**config.mk**
```make
export PLATFORM = sky130hd
export DESIGN_NAME = des_key_schedule
export DESIGN_NICKNAME = d
export VERILOG_FILES = /design/src/rtl/des_key_schedule.sv
export SDC_FILE = /design/constraint.sdc
export NUM_CORES = 1
export LEC_CHECK = 0
export CAP_MARGIN = 20
export CORE_MARGIN = 2
export CORE_UTILIZATION = 56
export CTS_BUF_LIST = sky130_fd_sc_hd__clkbuf_16
export DETAILED_ROUTE_END_ITERATION = 8
export PLACE_DENSITY = 0.78
export SLEW_MARGIN = 0
export SYNTH_ARGS = -nofsm -noshare
export SYNTH_HDL_FRONTEND = slang
export SYNTH_SLANG_ARGS = --single-unit
```
**constraint.sdc**
```tcl
create_clock -name ap_clk -period 2.9 [get_ports ap_clk]
set_input_delay 0.29 -clock ap_clk [delete_from_list [all_inputs] [get_ports ap_clk]]
set_output_delay 0.29 -clock ap_clk [all_outputs]
set_load 0.1 [all_outputs]
```
**src/rtl/des_key_schedule.sv**
```systemverilog
// DES key schedule: rotates the PC-1 halves per round and serialises PC-2
// through a registered ROM, presenting one 48-bit round key per handshake.
module des_key_schedule #(
  parameter int unsigned ROUNDS = 16
) (
  input  logic        ap_clk,
  input  logic        ap_rst_n,
  input  logic        ap_start,
  output logic        ap_idle,
  output logic        ap_ready,
  output logic        ap_done,
  input  logic [27:0] C,
  input  logic [27:0] D,
  output logic        key_valid,
  input  logic        key_ready,
  output logic [47:0] key_out,
  output logic [3:0]  key_round
);

  localparam int unsigned HALF_W = 28;
  localparam int unsigned KEY_W  = 48;
  localparam int unsigned CNT_W  = 6;
  localparam int unsigned RND_W  = 4;
  localparam logic [RND_W-1:0] LAST_ROUND = RND_W'(ROUNDS - 1);
  localparam logic [CNT_W-1:0] LAST_BIT   = CNT_W'(KEY_W - 1);
  localparam logic [CNT_W-1:0] CD_W       = CNT_W'(2 * HALF_W);

  typedef enum logic [1:0] {S_IDLE, S_SHIFT, S_PERM, S_OUT} state_t;

  state_t            r_state;
  logic [HALF_W-1:0] r_c;
  logic [HALF_W-1:0] r_d;
  logic [KEY_W-1:0]  r_acc;
  logic [KEY_W-1:0]  r_key_out;
  logic [CNT_W-1:0]  r_bit_cnt;
  logic [CNT_W-1:0]  r_rom_q;
  logic [RND_W-1:0]  r_round;
  logic              r_idle;
  logic              r_done;
  logic              r_key_valid;

  logic                w_single;
  logic [CNT_W-1:0]    w_rom_addr;
  logic [2*HALF_W-1:0] w_cd;
  logic [CNT_W-1:0]    w_sel;
  logic                w_bit;

  // PC-2 table, FIPS 46-3 order; entry value p selects bit (56 - p) of {C,D}
  function automatic logic [CNT_W-1:0] pc2_rom(input logic [CNT_W-1:0] addr);
    case (addr)
      6'd0:  return 6'd14;  6'd1:  return 6'd17;  6'd2:  return 6'd11;
      6'd3:  return 6'd24;  6'd4:  return 6'd1;   6'd5:  return 6'd5;
      6'd6:  return 6'd3;   6'd7:  return 6'd28;  6'd8:  return 6'd15;
      6'd9:  return 6'd6;   6'd10: return 6'd21;  6'd11: return 6'd10;
      6'd12: return 6'd23;  6'd13: return 6'd19;  6'd14: return 6'd12;
      6'd15: return 6'd4;   6'd16: return 6'd26;  6'd17: return 6'd8;
      6'd18: return 6'd16;  6'd19: return 6'd7;   6'd20: return 6'd27;
      6'd21: return 6'd20;  6'd22: return 6'd13;  6'd23: return 6'd2;
      6'd24: return 6'd41;  6'd25: return 6'd52;  6'd26: return 6'd31;
      6'd27: return 6'd37;  6'd28: return 6'd47;  6'd29: return 6'd55;
      6'd30: return 6'd30;  6'd31: return 6'd40;  6'd32: return 6'd51;
      6'd33: return 6'd45;  6'd34: return 6'd33;  6'd35: return 6'd48;
      6'd36: return 6'd44;  6'd37: return 6'd49;  6'd38: return 6'd39;
      6'd39: return 6'd56;  6'd40: return 6'd34;  6'd41: return 6'd53;
      6'd42: return 6'd46;  6'd43: return 6'd42;  6'd44: return 6'd50;
      6'd45: return 6'd36;  6'd46: return 6'd29;  6'd47: return 6'd32;
      default: return 6'd0;
    endcase
  endfunction

  assign w_single   = (r_round == 4'd0) || (r_round == 4'd1) ||
                      (r_round == 4'd8) || (r_round == 4'd15);
  // ROM address runs one entry ahead so the registered read lines up with PERM
  assign w_rom_addr = (r_state == S_PERM) ? r_bit_cnt + 6'd1 : 6'd0;
  assign w_cd       = {r_c, r_d};
  assign w_sel      = CD_W - r_rom_q;
  assign w_bit      = w_cd[w_sel];

  always_ff @(posedge ap_clk or negedge ap_rst_n) begin
    if (!ap_rst_n) begin
      r_rom_q <= '0;
    end else begin
      r_rom_q <= pc2_rom(w_rom_addr);
    end
  end

  always_ff @(posedge ap_clk or negedge ap_rst_n) begin
    if (!ap_rst_n) begin
      r_state     <= S_IDLE;
      r_c         <= '0;
      r_d         <= '0;
      r_acc       <= '0;
      r_key_out   <= '0;
      r_bit_cnt   <= '0;
      r_round     <= '0;
      r_idle      <= 1'b1;
      r_done      <= 1'b0;
      r_key_valid <= 1'b0;
    end else begin
      r_done <= 1'b0;
      case (r_state)
        S_IDLE: begin
          if (ap_start) begin
            r_c     <= C;
            r_d     <= D;
            r_round <= '0;
            r_idle  <= 1'b0;
            r_state <= S_SHIFT;
          end
        end
        S_SHIFT: begin
          r_c       <= w_single ? {r_c[26:0], r_c[27]} : {r_c[25:0], r_c[27:26]};
          r_d       <= w_single ? {r_d[26:0], r_d[27]} : {r_d[25:0], r_d[27:26]};
          r_acc     <= '0;
          r_bit_cnt <= '0;
          r_state   <= S_PERM;
        end
        S_PERM: begin
          r_acc     <= {r_acc[KEY_W-2:0], w_bit};
          r_bit_cnt <= r_bit_cnt + 6'd1;
          if (r_bit_cnt == LAST_BIT) begin
            r_key_out   <= {r_acc[KEY_W-2:0], w_bit};
            r_key_valid <= 1'b1;
            r_state     <= S_OUT;
          end
        end
        S_OUT: begin
          if (key_ready) begin
            r_key_valid <= 1'b0;
            if (r_round == LAST_ROUND) begin
              r_done  <= 1'b1;
              r_idle  <= 1'b1;
              r_state <= S_IDLE;
            end else begin
              r_round <= r_round + 4'd1;
              r_state <= S_SHIFT;
            end
          end
        end
        default: r_state <= S_IDLE;
      endcase
    end
  end

  // ap_ready marks the accepting IDLE cycle itself, so it follows ap_start directly
  assign ap_ready  = ap_rst_n && ap_start && (r_state == S_IDLE);
  assign ap_idle   = r_idle;
  assign ap_done   = r_done;
  assign key_valid = r_key_valid;
  assign key_out   = r_key_out;
  assign key_round = r_round;

endmodule

```
==> run_results.csv <==
group,metric,value,unit
run_status,run_status,"finished, final reports clean",
clock_network,buffer_cell_driving_the_clock_tree_root,"clkbuf_16",
synth,yosys-top-cells-area,"dfrtp_1, mux2i_1, o21ai_1",
worst_setup_path,setup.worst_path.start_class,"flip-flop",
clock_network,cts_num_sinks,172,
sta,final-hold-violation-count,0,
synth,yosys.area_share.xor_xnor,1.08,%
sta,setup-violations-final,0,
global_routing,number_of_antenna_violations_at_the_first_check_in_global_routing,0,
synth,async_flop_share,100,%
worst_setup_path,critical_path.cell_chain,"bufinv_8 -> ha_1 -> xor2_4 -> mux4_1 -> mux2i_1 -> o221ai_1 -> a32oi_2 -> o21ai_1",
pwr,intPower,3.60,mW
clock_network,cts_buffers,17,
clock_network,postCtsSetupRepairBufs,0,
pwr,power.clock.fraction,44.8,%
placed_design,place.port_buffers,115,
die,initial_utilization,57.1,%
synth,proportion_of_netlist_area_held_by_the_largest_area_contributor,47.2,%
sta,fmax,0.373,GHz
die,std_cell_rows,46,
synth,yosysSeqAreaShare,47.5,%
placed_design,place_area,10300,um^2
worst_setup_path,critical_path_arrival,2.99,ns
drt,initialDrtViolationCount,281,
placed_design,globalplace.congestion,0.904,
worst_setup_path,setup.worst_path.end_class,"flip-flop",
layout,drive_above_1_share,14.0,%
clock_network,htreeDepth,4,
drt,antenna_violating_nets_post_route,0,
pwr,leakagePower,5.57,nW
pwr,p_seq_share,51.5,%
layout,syn_to_final_growth,20.0,%
sta,tightestPinTransition,0.668,ns
synth,synth_seq_cells,172,
drt,routed_wire_length_per_instance,16.1,um
job,maxCapViolations,0,
drt,detail_route.first_pass.iterations,5,
pwr,power.share.switching,22.8,%
pwr,design_power_total,4.66,mW
sta,rsz0062_at_grt,"no",
synth,yosysMostFrequentCell,"dfrtp_1",
die,top_level_ports,116,
pwr,share_comb_of_total_power,3.7,%
synth,synthCells,912,
clock_network,clock_latency,0.43,ns
sta,setup_tns,0,ns
global_routing,globalRouteOverflowTotal,0,
global_routing,grt_pass1_vias,6609,
die,die-height,131,um
global_routing,grt_max_degree,113,
global_routing,gr-usage-all-layers,23.5,%
synth,synth_simple_gate_area_share,10.8,%
synth,synthTopCellsByCount,"dfrtp_1, o21ai_1, nor2_1",
worst_setup_path,critical_path_peak_fanout,10,
drt,route.final.wire_length,19.7,mm
pwr,p_per_area,428,nW/um^2
synth,post_synth_mux_area_share,13.3,%
min_path,min-delay-path-class,"input pin to async pin",
worst_setup_path,peak_per_stage_delay_on_the_critical_path,0.60,ns
synth,synthesis.nets,989,
sta,fin_crit_sh,92.4,%
drt,drt-vias-per-instance,5.71,
sta,post-route-min-period,2.68,ns
worst_setup_path,timing_worst_setup_path_type,"flip-flop to flip-flop",
layout,fin_nets,1069,
pwr,vdd_drop_max,0.384,mV
worst_setup_path,slowest_stage,"mux4_1",
die,fp.dieW,131,um
worst_setup_path,critical_path_rt,3.21,ns
synth,ys_warn_count,0,
pwr,net_switching_power_of_the_design,1.06,mW
clock_network,cts_tree,"yes",
layout,stdcell_area,10900,um^2
sta,finalMaxSlewViolations,0,
die,placeableCoreArea,15900,um^2
die,floorplan.die_area,17200,um^2
drt,via_count,6972,
synth,largest_family_of_logic_cells_by_synthesized_area,"compound AO/OA/AOI/OAI gates",
sta,clock_skew,0.0129,ns
synth,post_synth_fa_ha_maj_area_fraction,2.35,%
layout,antenna_cells_inserted,0,
clock_network,clk_pin_slew_worst_paths,0.06,ns
synth,synth-edff-count,0,
synth,synth_compound_gate_area_share,18.5,%
synth,synth-main-ff-cell,"dfrtp_1",
synth,most_area_hungry_cell_type_in_the_yosys_netlist,"dfrtp_1",
sta,slew_headroom,54.5,%
clock_network,clk_path_buf_depth,2,
synth,synth.distinct_cells,60,
placed_design,hpwlAfterDp,13.3,mm
drt,remaining_drc_errors,0,
global_routing,grt_pass1_wl,33.4,mm
synth,syn_area_per_cell,9.95,um^2
synth,synthesized_cell_area,9070,um^2
routing by layer:
layer  track usage (%)  vias up  share of wire [%]
li1                  -     3412                  -
met5                 0        -                  0
met3              5.75       17                5.5
met1              32.9     3367                 46
met2              36.6      176                 47
met4              7.43        0                1.5
path summary, 6_finish.rpt:
path,startpoint,endpoint,slack (ns),cells past startpoint
max reg2reg,r_rom_q[0],key_out[0],0.22,8
max,r_rom_q[0],key_out[0],0.22,8
min reg2reg,key_out[21],key_out[21],0.49,2
min,ap_rst_n,r_d[13],0.42,2
max in group asynchronous,ap_rst_n,key_out[0],1.55,3
min in group ap_clk,key_ready,ap_done,0.48,3
area by class of cell:
cell class                 count  area [um^2]
clock buffer                  17          425
clock inverter                14          111
fill                        1273         5000
inverter                      67          265
multi-input combinational    600         4230
sequential                   172         4310
tap                          216          270
timing repair buffer         134         1270
flip-flops by register name, indices dropped and copies added, names as in the netlist:
signal     cells
key_valid      1
r_state        2
r_d           28
r_bit_cnt      6
ap_done        1
ap_idle        1
key_out       48
r_c           28
r_rom_q        6
key_round      4
r_acc         47
critical path, delay by kind of cell (launching register included):
family / cells / cell delay (ns)
mux: 2 / 0.78
compound gates: 3 / 0.53
flops: 1 / 0.38
xor+xnor: 1 / 0.36
fa+ha+maj: 1 / 0.31
buf+inv: 1 / 0.20
cell families (layout without fill, tap and decap cells):
logic type | after synthesis | in the layout
and+or+nand+nor | 222 | 222
AOI/OAI and AO/OA | 257 | 257
xor gates and xnor gates | 9 | 9
DFF | 172 | 172
buffers and inverters | 140 | 232
adders and majority gates | 17 | 17
muxes | 95 | 95
cells in the final DEF (no fill, tap or decap), drive strengths merged, types with 2 or more instances in the layout:
cell type	n
dfrtp	171
o21ai	100
buf	75
inv	73
nor2	72
nand2	68
mux2i	68
a211oi	62
clkdlybuf4s50	58
a21o	58
nand3	56
mux4	18
clkbuf	17
ha	17
mux2	9
a21oi	8
nor3	6
xor2	6
nand2b	5
and3	5
clkinv	5
o31ai	4
xnor2	3
nand4	3
o22ai	3
o211ai	3
a22o	3
or3	3
a311oi	2
a31oi	2
clkinvlp	2
power by group through the flow:
stage / registers (mW) / logic (mW) / clock network [mW]
5_1_grt: 2.40 / 0.193 / 2.24
2_1_floorplan: 2.45 / 0.0239 / 0
3_3_place_gp: 2.45 / 0.173 / 0
3_5_place_dp: 2.45 / 0.174 / 0
6_report: 2.40 / 0.173 / 2.09
4_1_cts: 2.40 / 0.177 / 2.13
metrics by stage:
step / cells / util [%] / hold WS, ns / setup WS [ns]
after global routing: 1220 / 68.5 / 0.475 / 0.0335
after global placement: 1188 / 65.0 / 0.301 / 0.159
after CTS: 1220 / 68.5 / 0.424 / 0.0798
after detailed placement: 1188 / 65.0 / 0.307 / 0.0853
after floorplan: 912 / - / -0.00559 / 0.285
final: 1220 / 68.5 / 0.416 / 0.220
timing repair:
| action | 4_1_cts | 5_1_grt |
|---|---|---|
| endpoints found under the setup margin | 0 | 2 |
| hold buffers | 1 | 0 |
| resized for setup | 0 | 1 |
| hold endpoints to repair | 57 | 0 |
No activity file was read; power rests on OpenSTA's default activity.
